`src/rtl/lenet_uart_pkg.sv`:
```
// Shared UART protocol constants for the LeNet-5 host link (receive router and response transmitter).
package lenet_uart_pkg;

   localparam int unsigned CLKS_PER_BIT = 868;
   localparam int unsigned NUM_CLASSES  = 10;

   localparam logic [7:0] CMD_DIGIT  = 8'hCC;
   localparam logic [7:0] CMD_SCORES = 8'hCD;
   localparam logic [7:0] CMD_DBG0   = 8'hD0;
   localparam logic [7:0] CMD_DBG1   = 8'hD1;
   localparam logic [7:0] CMD_DBG2   = 8'hD2;
   localparam logic [7:0] RESP_ERR   = 8'hEE;

   localparam logic [7:0] FRAME_HDR0 = 8'hAA;
   localparam logic [7:0] FRAME_HDR1 = 8'h55;
   localparam logic [7:0] FRAME_TRL0 = 8'hBB;
   localparam logic [7:0] FRAME_TRL1 = 8'h66;

   typedef enum logic [2:0] {ST_IDLE, ST_LOAD, ST_HDR, ST_PAY, ST_CSUM} resp_state_e;
   typedef enum logic [1:0] {TX_IDLE, TX_START, TX_DATA, TX_STOP} tx_phase_e;

   function automatic logic is_resp_cmd(input logic [7:0] c);
      return (c == CMD_DIGIT) || (c == CMD_SCORES) || (c == CMD_DBG0) ||
             (c == CMD_DBG1) || (c == CMD_DBG2);
   endfunction

endpackage

```
`src/rtl/uart_tx.sv`:
```
// 8N1 byte serialiser, transmit-side mirror of uart_rx.
module uart_tx
   import lenet_uart_pkg::*;
#(
   parameter int unsigned CLKS_PER_BIT = 868
) (
   input  logic       clk,
   input  logic       rst,
   input  logic       tx_start,
   input  logic [7:0] tx_data,
   output logic       tx,
   output logic       tx_busy,
   output logic       tx_done
);

   localparam int unsigned CW = (CLKS_PER_BIT > 1) ? $clog2(CLKS_PER_BIT) : 1;

   tx_phase_e       phase_q, phase_d;
   logic [CW-1:0]   cnt_q, cnt_d;
   logic [2:0]      bit_q, bit_d;
   logic [7:0]      sh_q, sh_d;
   logic            tx_q, tx_d;
   logic            bit_end;

   assign bit_end = (cnt_q == CW'(CLKS_PER_BIT - 1));

   always_ff @(posedge clk or posedge rst) begin
      if (rst) begin
         phase_q <= TX_IDLE;
         cnt_q   <= '0;
         bit_q   <= '0;
         sh_q    <= '0;
         tx_q    <= 1'b1;
      end else begin
         phase_q <= phase_d;
         cnt_q   <= cnt_d;
         bit_q   <= bit_d;
         sh_q    <= sh_d;
         tx_q    <= tx_d;
      end
   end

   // A start request is also taken in the last stop-bit cycle so bytes chain with no idle gap.
   always_comb begin
      phase_d = phase_q;
      cnt_d   = bit_end ? '0 : cnt_q + 1'b1;
      bit_d   = bit_q;
      sh_d    = sh_q;
      case (phase_q)
         TX_IDLE: begin
            cnt_d = '0;
            if (tx_start) begin
               phase_d = TX_START;
               sh_d    = tx_data;
            end
         end
         TX_START: if (bit_end) begin
            phase_d = TX_DATA;
            bit_d   = '0;
         end
         TX_DATA: if (bit_end) begin
            sh_d = sh_q >> 1;
            if (bit_q == 3'd7) phase_d = TX_STOP;
            else               bit_d   = bit_q + 1'b1;
         end
         default: if (bit_end) begin
            if (tx_start) begin
               phase_d = TX_START;
               sh_d    = tx_data;
            end else begin
               phase_d = TX_IDLE;
            end
         end
      endcase
      case (phase_d)
         TX_START: tx_d = 1'b0;
         TX_DATA:  tx_d = sh_d[0];
         default:  tx_d = 1'b1;
      endcase
   end

   // Done leads the end of the stop bit by one cycle, leaving the caller time to queue the next byte.
   assign tx_done = (phase_q == TX_STOP) && (cnt_q == CW'(CLKS_PER_BIT - 2));
   assign tx_busy = (phase_q != TX_IDLE);
   assign tx      = tx_q;

endmodule

```
`src/rtl/uart_response_tx.sv`:
```
// Response framer: snapshots the requested result and sends [cmd][payload][xor checksum] over 8N1.
module uart_response_tx
   import lenet_uart_pkg::*;
#(
   parameter int unsigned CLKS_PER_BIT = lenet_uart_pkg::CLKS_PER_BIT,
   parameter int unsigned NUM_CLASSES  = lenet_uart_pkg::NUM_CLASSES,
   parameter int unsigned SCORE_W      = 32
) (
   input  logic                           clk,
   input  logic                           rst,
   input  logic [7:0]                     cmd_data,
   input  logic                           cmd_valid,
   input  logic                           result_valid,
   input  logic [3:0]                     pred_digit,
   input  logic [NUM_CLASSES*SCORE_W-1:0] scores,
   input  logic [31:0]                    debug0,
   input  logic [31:0]                    debug1,
   input  logic [31:0]                    debug2,
   output logic                           tx,
   output logic                           busy,
   output logic                           cmd_dropped
);

   localparam int unsigned PW = NUM_CLASSES * SCORE_W;
   localparam int unsigned NB = PW / 8;
   localparam int unsigned LW = $clog2(NB + 1);

   resp_state_e   state_q, state_d;
   logic [7:0]    cmd_q, cmd_d, pend_cmd_q, pend_cmd_d, csum_q, csum_d;
   logic          pend_v_q, pend_v_d, issued_q, issued_d, drop_q, drop_d;
   logic [PW-1:0] snap_q, snap_d;
   logic [LW-1:0] len_q, len_d, cnt_q, cnt_d;
   logic          tx_start, tx_done, tx_busy, cmd_ok, accept, store, drain, last_byte;
   logic [7:0]    tx_data;

   always_ff @(posedge clk or posedge rst) begin
      if (rst) begin
         state_q    <= ST_IDLE;
         cmd_q      <= '0;
         pend_cmd_q <= '0;
         pend_v_q   <= 1'b0;
         csum_q     <= '0;
         issued_q   <= 1'b0;
         drop_q     <= 1'b0;
         snap_q     <= '0;
         len_q      <= '0;
         cnt_q      <= '0;
      end else begin
         state_q    <= state_d;
         cmd_q      <= cmd_d;
         pend_cmd_q <= pend_cmd_d;
         pend_v_q   <= pend_v_d;
         csum_q     <= csum_d;
         issued_q   <= issued_d;
         drop_q     <= drop_d;
         snap_q     <= snap_d;
         len_q      <= len_d;
         cnt_q      <= cnt_d;
      end
   end

   assign last_byte = (cnt_q == len_q - 1'b1);

   always_comb begin
      state_d = state_q;
      case (state_q)
         ST_IDLE: if (accept) state_d = ST_LOAD;
         ST_LOAD: state_d = ST_HDR;
         ST_HDR:  if (tx_done) state_d = ST_PAY;
         ST_PAY:  if (tx_done && last_byte) state_d = ST_CSUM;
         ST_CSUM: if (tx_done) state_d = pend_v_q ? ST_LOAD : ST_IDLE;
         default: state_d = ST_IDLE;
      endcase
   end

   // The header is issued from LOAD itself so a pending frame follows the previous checksum without a gap.
   always_comb begin
      tx_start = 1'b0;
      tx_data  = '0;
      case (state_q)
         ST_LOAD: begin
            tx_start = 1'b1;
            tx_data  = cmd_q;
         end
         ST_PAY: begin
            tx_start = !issued_q;
            tx_data  = snap_q[{cnt_q, 3'b000} +: 8];
         end
         ST_CSUM: begin
            tx_start = !issued_q;
            tx_data  = csum_q;
         end
         default: ;
      endcase
      busy        = (state_q != ST_IDLE) || tx_busy;
      cmd_dropped = drop_q;
   end

   always_comb begin
      cmd_ok     = cmd_valid && is_resp_cmd(cmd_data);
      accept     = cmd_ok && (state_q == ST_IDLE);
      drain      = (state_q == ST_CSUM) && tx_done && pend_v_q;
      store      = cmd_ok && (state_q != ST_IDLE) && (!pend_v_q || drain);
      drop_d     = cmd_ok && (state_q != ST_IDLE) && pend_v_q && !drain;
      pend_v_d   = store ? 1'b1 : (drain ? 1'b0 : pend_v_q);
      pend_cmd_d = store ? cmd_data : pend_cmd_q;
      cmd_d      = accept ? cmd_data : (drain ? pend_cmd_q : cmd_q);

      snap_d   = snap_q;
      len_d    = len_q;
      cnt_d    = cnt_q;
      csum_d   = csum_q;
      issued_d = tx_start ? 1'b1 : (tx_done ? 1'b0 : issued_q);
      if (state_q == ST_LOAD) begin
         cnt_d  = '0;
         csum_d = cmd_q;
         len_d  = LW'(4);
         snap_d = PW'(RESP_ERR);
         case (cmd_q)
            CMD_DIGIT: begin
               len_d = LW'(1);
               if (result_valid) snap_d = PW'({4'h0, pred_digit});
            end
            CMD_SCORES: begin
               len_d = result_valid ? LW'(NB) : LW'(1);
               if (result_valid) snap_d = scores;
            end
            CMD_DBG0: snap_d = PW'(debug0);
            CMD_DBG1: snap_d = PW'(debug1);
            default:  snap_d = PW'(debug2);
         endcase
      end else if (state_q == ST_PAY) begin
         if (tx_start) csum_d = csum_q ^ tx_data;
         if (tx_done && !last_byte) cnt_d = cnt_q + 1'b1;
      end
   end

   uart_tx #(
      .CLKS_PER_BIT (CLKS_PER_BIT)
   ) u_uart_tx (
      .clk      (clk),
      .rst      (rst),
      .tx_start (tx_start),
      .tx_data  (tx_data),
      .tx       (tx),
      .tx_busy  (tx_busy),
      .tx_done  (tx_done)
   );

endmodule

```
`config.mk`:
```
export PLATFORM = sky130hd
export DESIGN_NAME = uart_response_tx
export DESIGN_NICKNAME = d
export VERILOG_FILES = /design/src/rtl/lenet_uart_pkg.sv /design/src/rtl/uart_tx.sv /design/src/rtl/uart_response_tx.sv
export SDC_FILE = /design/constraint.sdc
export NUM_CORES = 1
export LEC_CHECK = 0
export BUFFER_PORTS_ARGS = -buffer_cell sky130_fd_sc_hd__buf_2
export CAP_MARGIN = 30
export CORE_MARGIN = 2
export CORE_UTILIZATION = 59
export DETAILED_ROUTE_END_ITERATION = 7
export PLACE_DENSITY = 0.82
export SLEW_MARGIN = 20
export SYNTH_ARGS = -nofsm -noshare
export SYNTH_HDL_FRONTEND = slang
export SYNTH_HIERARCHICAL = 1
export SYNTH_SLANG_ARGS = --single-unit
```
`constraint.sdc`:
```
create_clock -name clk -period 27.5 [get_ports clk]
set_clock_uncertainty 0.1 [all_clocks]
set_input_delay 2.75 -clock clk [delete_from_list [all_inputs] [get_ports clk]]
set_output_delay 2.75 -clock clk [all_outputs]
set_load 0.005 [all_outputs]
```
# Word-level counts from Yosys, hierarchy flattened
# Cells that the tools add are included.
# word_totals
word_cells,134
register_bits,386
out_inout_bits,3
# op_classes
n_bitwise,2
n_reduce_logical,39
n_eq_ne,29
n_shift,1
add_sub_neg,4
muxes,43
# ops
cell,count
$pmux 320 s4,1
$mux 320,1
$shiftx 320x10->8,1
$eq 8x8->1 const B,9
$mux 8,9
$pmux 8 s3,2
$mux 6,4
$mux 3,7
$eq 10x10->1 const B,2
$mux 10,2
$reduce_bool 2->1,9
$pmux 3 s5,1
$pmux 6 s2,1
$logic_and 1x1->1,11
$add 10x1->10 const B,1
$mux 2,5
$ne 2x2->1 const B,5
$reduce_and 4->1,2
$xor 8x8->8,1
$add 6x1->6 const B,1
$eq 2x2->1 const B,3
$eq 3x2->1 const B,2
$eq 3x3->1 const B,2
$eq 6x6->1,1
18 further kinds,35

# Logic depth before layout (Yosys ltp)
# Gate-level depths: netlist (run 1).
# depth
word_depth,9
depth_mapped,13

# By module
# Netlist (run 1), hierarchy kept.
# by_module_without_submodules
module,cells_each,n_inst,area_each_um2
uart_response_tx,1943,1,18092.4
uart_tx,130,1,1327.5

# Worst setup path after synthesis (run 1)
# Ideal clock, no wire load.
# synth_timing
path_type,input to register
startpoint,in cmd_data[2]
endpoint,reg pend_cmd_q[0]
arrival_ns,3.994
path_stages,6
setup_time_ns,0.132
setup_slack_ns,23.274
path_cell_list,and3b_1 o21a_1 o21ai_0 a211o_1 clkbuf_1 o21ai_0
# synth_between
elab_chain_len,8
word_cells_on_any_way,12
cone_classes,eq/ne: 5; reduce/logical: 7
# synth_lines
item,line,source
start: declaration,uart_response_tx.sv:11,"input logic [7:0] cmd_data,"
$eq 8x8->1,lenet_uart_pkg.sv:23,return (c == CMD_DIGIT) || (c == CMD_SCORES) || (c == CMD_DBG0) ||
$logic_or 1x1->1 (3 in series),lenet_uart_pkg.sv:23,
$logic_or 1x1->1 (*),lenet_uart_pkg.sv:24,(c == CMD_DBG1) || (c == CMD_DBG2);
$logic_and 1x1->1 (*),uart_response_tx.sv:100,cmd_ok = cmd_valid && is_resp_cmd(cmd_data);
$logic_and 1x1->1 (*) (2 in series),uart_response_tx.sv:103,store = cmd_ok && (state_q != ST_IDLE) && (!pend_v_q || drain);
end signal: assignment,uart_response_tx.sv:51,pend_cmd_q <= pend_cmd_d;
end: declaration,uart_response_tx.sv:29,"logic [7:0] cmd_q, cmd_d, pend_cmd_q, pend_cmd_d, csum_q, csum_d;"
# Every way passes the cells marked *; elsewhere a longest branch is shown, timed or not.
# A chain may end at the register's enable or synchronous reset.

# Worst setup path in the final report (run 1)
# layout_timing
startpoint,in result_valid
endpoint,reg snap_q[160]
# layout_between
elab_chain_len,2
# layout_lines
item,line,source
start: declaration,uart_response_tx.sv:13,"input logic result_valid,"
$mux 320,uart_response_tx.sv:126,if (result_valid) snap_d = scores;
$pmux 320 s4,uart_response_tx.sv:119,case (cmd_q)
end signal: assignment,uart_response_tx.sv:56,snap_q <= snap_d;
end: declaration,uart_response_tx.sv:31,"logic [PW-1:0] snap_q, snap_d;"
# No other way between the ends.

==> results of run 1 <==
-- worst max-delay path, delay by kind of cell --
family,cells,cell delay (ns)
buffers and inverters,4,1.54
AND/OR/NAND/NOR,4,0.84
-- cells by family (layout without fill, tap and decap cells) --
logic type	count (synthesis)	after routing	share of synthesized area [%]
AOI/OAI and AO/OA	230	230	8.59
xor gates and xnor gates	17	17	0.767
adders and majority gates	6	6	0.387
buffers and inverters	189	560	4.57
DFF	383	383	49.4
muxes	152	152	11.9
other	0	16	0
and+or+nand+nor	1096	1096	24.4
-- routing by layer --
layer	GRT usage (%)	share of wire [%]	wire length, um	up-vias
met5	0	0.18	103	-
met4	13.3	4.0	2320	16
met3	7.63	9.3	5350	152
met2	51.1	47	26900	859
met1	44.8	40	22800	8439
li1	-	-	-	7928
-- cell usage in the layout (no fill, tap or decap), types with 26 or more instances in the layout --
master and count:
nor2_1 65, clkbuf_16 41, dfrtp_1 379, a221oi_1 29, o21ai_0 46, a22oi_1 46
nand3_1 298, inv_1 26, nand2_1 658, buf_2 434, mux4_2 30, mux2i_1 87
-- how the worst max path moves through the flow --
stage / endpoint / cells past startpoint
2_1_floorplan: cmd_dropped / 1
3_3_place_gp: snap_q[164] / 7
3_5_place_dp: snap_q[160] / 7
4_1_cts: snap_q[120] / 7
5_1_grt: snap_q[146] / 8
6_report: snap_q[160] / 8
-- cells in the mapped netlist (4+ instances only) --
cell type  number  share of area [%]
buf_1          11               0.21
ha_1            6               0.39
nand2_1       659                 13
mux2_2          9               0.52
nor2_1         66                1.3
and3_1          6               0.19
a31oi_1        16               0.52
buf_2          31               0.80
a221o_1         7               0.36
mux2i_1        87                4.5
nand3_1       298                7.7
nand2b_1        7               0.23
nand4_1         4               0.13
mux4_1         14                1.9
a22oi_1        46                1.8
dfrtp_1       382                 49
a21boi_1        6               0.23
a21oi_1        12               0.31
xor2_1         10               0.45
and2_1          9               0.29
buf_4           5               0.19
mux4_4         12                1.5
o21ai_0        46                1.2
nor3_1         13               0.34
o221ai_1        9               0.41
clkbuf_1      101                2.0
a211oi_1        6               0.23
o211ai_1        9               0.35
a222oi_1        6               0.31
xnor2_1         7               0.32
inv_1          27               0.52
a21boi_0        4               0.15
a221oi_1       29                1.3
buf_6           8               0.46
o22ai_1         7               0.23
mux4_2         30                3.5
-- power groups by stage --
| stage | clock network, mW | registers, mW | logic [mW] |
|---|---|---|---|
| floorplan | 0 | 0.578 | 0.0160 |
| global placement | 0 | 0.578 | 0.0551 |
| detailed placement | 0 | 0.578 | 0.0563 |
| CTS | 0.547 | 0.568 | 0.0567 |
| global route | 0.570 | 0.568 | 0.0628 |
| finish | 0.541 | 0.568 | 0.0572 |
-- flip-flops by register name (all words and copies together) (netlist names), 3 cells and up --
register         count
u_uart_tx/sh_q       8
csum_q               8
u_uart_tx/bit_q      3
u_uart_tx/cnt_q     10
snap_q             320
len_q                3
pend_cmd_q           8
cmd_q                8
state_q              3
cnt_q                6
-- cell type report --
| type | count | area [um2] |
|---|---|---|
| diodes | 16 | 40.0 |
| clock buffers | 62 | 1190 |
| clock inverters | 7 | 110 |
| fillers | 2415 | 9320 |
| inverters | 27 | 109 |
| multi-input cells | 1501 | 8970 |
| flip-flops and latches | 383 | 9590 |
| well taps | 442 | 553 |
| repair buffers | 464 | 2570 |
-- metrics by stage --
step | hold slack (ns) | cell area, um2 | total power [mW] | std cells
3_3_place_gp | 0.342 | 21600 | 0.633 | 2806
2_1_floorplan | 0.330 | 19400 | 0.594 | 2073
5_1_grt | 0.382 | 23100 | 1.20 | 2896
3_5_place_dp | 0.350 | 21600 | 0.634 | 2809
6_report | 0.360 | 23100 | 1.17 | 2902
4_1_cts | 0.362 | 22900 | 1.17 | 2878
==> flow_summary.ini, run 1 <==
[die]
fp.dieW_um = 185
die-area_um2 = 34400
core_area_um2 = 32500
io_pins = 435
initial_core_util_pct = 59.8
rows = 66
die_height_um = 185

[pwr]
pwr-share-comb_pct = 4.9
p_per_area_nw_per_um2 = 50.4
pwr-share-clk_pct = 46.4
p_seq_share_pct = 48.7
p_sw_mw = 0.246
internal_power_mw = 0.920
vdd_drop_max_mv = 0.0477
p_sw_share_pct = 21.1
leakage_nw = 11.8

[cts]
post_cts_resized = 0
clk_latency_ns = 0.52
path_clk_slew_ns = 0.06
cts_sinks = 383
cts_tree = done
post-cts-setup-buffers = 0
cts_root_buffer = clkbuf_16
ctsLongestPathBuffers = 3
h-tree-depth = 2
tritoncts.num_buffers = 40
postCtsHoldBufs = 0

[route]
viasPerCell = 5.99
route.detailed.drc = 0
wirelength_um = 57500
ant_nets = 0
vias = 17400
post_drt_wl_per_cell_um = 19.8
drt_iter0_markers = 2249
drt-pass1-iter-count = 6

[timing]
finalCritPeriodShare_pct = 17.9
worst_pin_slew_ns = 1.34
setup_viol = 0
hold_viol_final = 0
clock.fmax_mhz = 203
min_period_ns = 4.92
slew_violations = 0
rsz0062_at_grt = no
tns_ns = 0
finalWorstSetupSlack_ns = 22.58
slew_headroom_pct = 10.4

[min_path]
whs_path_depth = 2
worstHoldStart = snap_q[45]
min_to = snap_q[45]
holdCritPathClass = flip-flop to flip-flop

[synth]
synth-seq-area-share_pct = 49.4
yosys_warnings = 6
synth_edf_count = 0
ys_ff_latch = 383
ys.flop_type = dfrtp_1
async_flop_share_pct = 100
synthDistinctLibCells = 77
syn_area_per_cell_um2 = 9.37
syn_area_um2 = 19400
syn-num-nets = 2511
syn_inst = 2073

[worst_setup_path]
path_class = input pin to flip-flop
crit_slowest_cell = buf_4
reg2reg_depth = 11
crit_chain = buf_2, nand2_1, nor2_4, buf_4, buf_4, buf_16, nand3_1, nand2_1
worstPathRequired_ns = 27.85
r2r-end = u_uart_tx/sh_q[0]
startpoint_type = input pin
path_max_fanout = 85
max_stage_delay_ns = 0.65
arrival_ns = 5.27
crit_path_end_kind = flip-flop
worstSetupStartpoint = result_valid
reg2reg_from = cnt_q[1]
ff2ff_setup_slack_ns = 22.97

[place]
dpl.hpwl_um = 39700
portBuffers = 434
place_congestion = 0.922
dp_slack_ns = 21.43

[grt]
grt_pass1_wl_um = 87600
grt_usage_pct = 32.8
overflow = 0
antenna_found_initial = 23
grt_max_degree = 261
grt_pass1_vias = 16300

[layout]
area_delta_synth_final_pct = 19.1
nNetsFinal = 2855
post-route-util_pct = 71.3
drive_gt1_share_pct = 24.6

[job]
cap_violations = 0

[outcome]
status = completed
Note: power is estimated with default switching activity, not from simulation.
==> run 2, diff against run 1 <==
- ABC_AREA: default -> 1
- CORE_UTILIZATION: 59 -> 55
- PLACE_DENSITY: 0.82 -> 0.76
- clock period: 27.5 -> 5.1 ns (I/O delays scaled with it)
==> run 2 against run 1 <==
Against the previous run:
- die area rose by 12%
- synthesized area rose by 5.0%
- register-to-register slack got worse by 21 ns
- via count rose by 14%
- worst hold slack got worse by 0.26 ns
- global-route usage fell by 0.93 points
- setup slack got worse by 21 ns
- design area rose by 3.4%
==> flow_summary.ini, run 2 <==
[outcome]
status = completed

[timing]
setup_viol = 0
holdWs_ns = 0.0978
finalCritPeriodShare_pct = 60.6
min_period_ns = 3.09
worst_pin_slew_ns = 1.08
slew_headroom_pct = 28.1
tns_ns = 0
rsz0062_at_grt = no
hold_viol_final = 0
clock.fmax_mhz = 324
slew_violations = 0

[min_path]
worstHoldStart = scores[260]
holdCritPathClass = input pin to flip-flop
min_to = snap_q[260]
whs_path_depth = 3

[synth]
synthDistinctLibCells = 52
synth_common_cells = nand2_1, nand3_1, dfrtp_1, inv_1, o21ai_0
async_flop_share_pct = 100
yosys_warnings = 6
yosys.area.top_type = dfrtp_1
synthSimpleGateAreaFrac_pct = 27.4
synth_xor_xnor_area_share_pct = 0.215
synth_top_family_by_area = simple AND/OR/NAND/NOR gates
syn_inst = 2679
synthMuxAreaShare_pct = 0
synth-seq-area-share_pct = 47.0
synth.top_cells.by_area = dfrtp_1, nand3_1, nand2_1
syn-num-nets = 3117
synth-adder-area-share_pct = 0.368
ys.flop_type = dfrtp_1
yosys.area.top_type_share_pct = 46.9
syn_area_per_cell_um2 = 7.61
ys_ff_latch = 383
synth.most_common_cell = nand2_1
syn_area_um2 = 20400
synth_edf_count = 0
synth_compound_area_share_pct = 13.6

[place]
dpl.hpwl_um = 43000
placed_area_um2 = 22400
place_congestion = 0.854
portBuffers = 434
dp_cells = 3419

[layout]
largest_reg_flops = 320
area_delta_synth_final_pct = 17.3
reg.largest.list = snap_q (320), u_uart_tx/cnt_q (10)
fin_cells = 3502
final_cell_mix = nand2_1, nand3_1, buf_2, dfrtp_1, inv_1
nNetsFinal = 3440
diodes = 0
post-route-util_pct = 65.5
final_common_cell = nand2_1
drive_gt1_share_pct = 18.9
fin_area_um2 = 23900
top_register = snap_q
fill_cells = 3159

[route]
ant_nets = 0
wirelength_um = 62300
post_drt_wl_per_cell_um = 17.8
drt_iter0_markers = 1946
viasPerCell = 5.65
route.detailed.drc = 0
drt-pass1-iter-count = 8
vias = 19800

[worst_setup_path]
reg2reg_from = cnt_q[1]
path_max_fanout = 42
r2r-end = u_uart_tx/tx
crit_path_end_kind = flip-flop
ff2ff_setup_slack_ns = 2.01
reg2reg_depth = 16
worstPathRequired_ns = 5.47
arrival_ns = 3.46
path_class = flip-flop to flip-flop
startpoint_type = flip-flop

[grt]
grt_max_degree = 202
grt_usage_pct = 31.9
grt_pass1_wl_um = 98600
antenna_found_initial = 0
overflow = 0
grt_pass1_vias = 18700

[cts]
path_clk_slew_ns = 0.06
tritoncts.num_buffers = 42
cts_tree = done
cts_root_buffer = clkbuf_16
cts_sinks = 383
ctsLongestPathBuffers = 3
post-cts-setup-buffers = 0
h-tree-depth = 2
clk_latency_ns = 0.54

[die]
die_height_um = 197
die-area_um2 = 38600
core_area_um2 = 36500
io_pins = 435
initial_core_util_pct = 55.8
fp.dieW_um = 197
rows = 70

[pwr]
vdd_drop_max_mv = 0.466
p_per_area_nw_per_um2 = 464
leakage_nw = 11.9

[job]
cap_violations = 0
-- run 2: changes by cell type after synthesis, sizes merged, moves of 56 or more --
cell	change
inv	+308
o21ai	+266
nand3	+220
a21oi	+101
mux2i	-87
buf	+85
clkbuf	-60
mux4	-56
-- run 2: worst max path at each step --
stage	startpoint	end	slack, ns	cells after the start
finish	cnt_q[1]	u_uart_tx/tx	2.01	16
global route	cnt_q[1]	u_uart_tx/tx	1.73	16
CTS	u_uart_tx/cnt_q[7]	pend_cmd_q[0]	2.01	10
detailed placement	cnt_q[1]	u_uart_tx/tx	2.09	16
global placement	cnt_q[0]	u_uart_tx/tx	2.06	14
floorplan	rst	cmd_dropped	-0.32	1
-- run 2: report_power, final --
group / total [mW] / switching [mW] / internal [mW]
sequential: 3.52 / 0.194 / 3.33
clock: 3.07 / 1.24 / 1.83
combinational: 4.51 / 3.26 / 1.25
-- run 2: kinds of logic after synthesis --
logic type	Yosys count
AOI/OAI and AO/OA	508
xor gates and xnor gates	5
adders and majority gates	6
buffers and inverters	522
DFF	383
and+or+nand+nor	1255
-- run 2: area by class of cell --
type	count	area [um2]	area share, %
timing repair buffer	464	2580	10.8
clock buffer	67	1250	5.21
multi-input combinational	1774	8490	35.5
clock inverter	9	145	0.607
sequential	383	9590	40.1
tap	468	586	2.45
inverter	337	1270	5.33
-- run 2: per-layer routing --
metal	routed length, um	vias to the layer above	global-route usage [%]
li1	-	9415	-
met1	27700	9438	47.0
met2	28900	819	50.2
met3	4010	110	3.41
met4	1700	0	9.34
met5	0	-	0
-- run 2: repair_timing --
item,in CTS,in global routing
endpoints found under the hold margin,5,0
hold buffers,1,0
gates resized for setup,0,0
-- run 2: critical path, stage by stage, from the launching register on --
cell	delay [ns]
dfrtp_4	0.47
inv_2	0.68
buf_4	0.36
nand3_1	0.10
a21oi_1	0.24
nor2_1	0.12
nand2_1	0.08
nand3_1	0.14
nand2_1	0.10
nand2_1	0.07
nand2_1	0.11
nand2_1	0.08
nand2_1	0.09
nand3_1	0.08
nand3_1	0.11
nand2_1	0.06
nand2_1	0.05
-- run 2: metrics by stage --
stage          worst slack (ns)  power, mW
6_report                   2.01       11.1
3_3_place_gp               2.06       7.83
3_5_place_dp               2.09       7.97
2_1_floorplan            -0.322       6.90
5_1_grt                    1.73       11.8
4_1_cts                    2.01       11.0
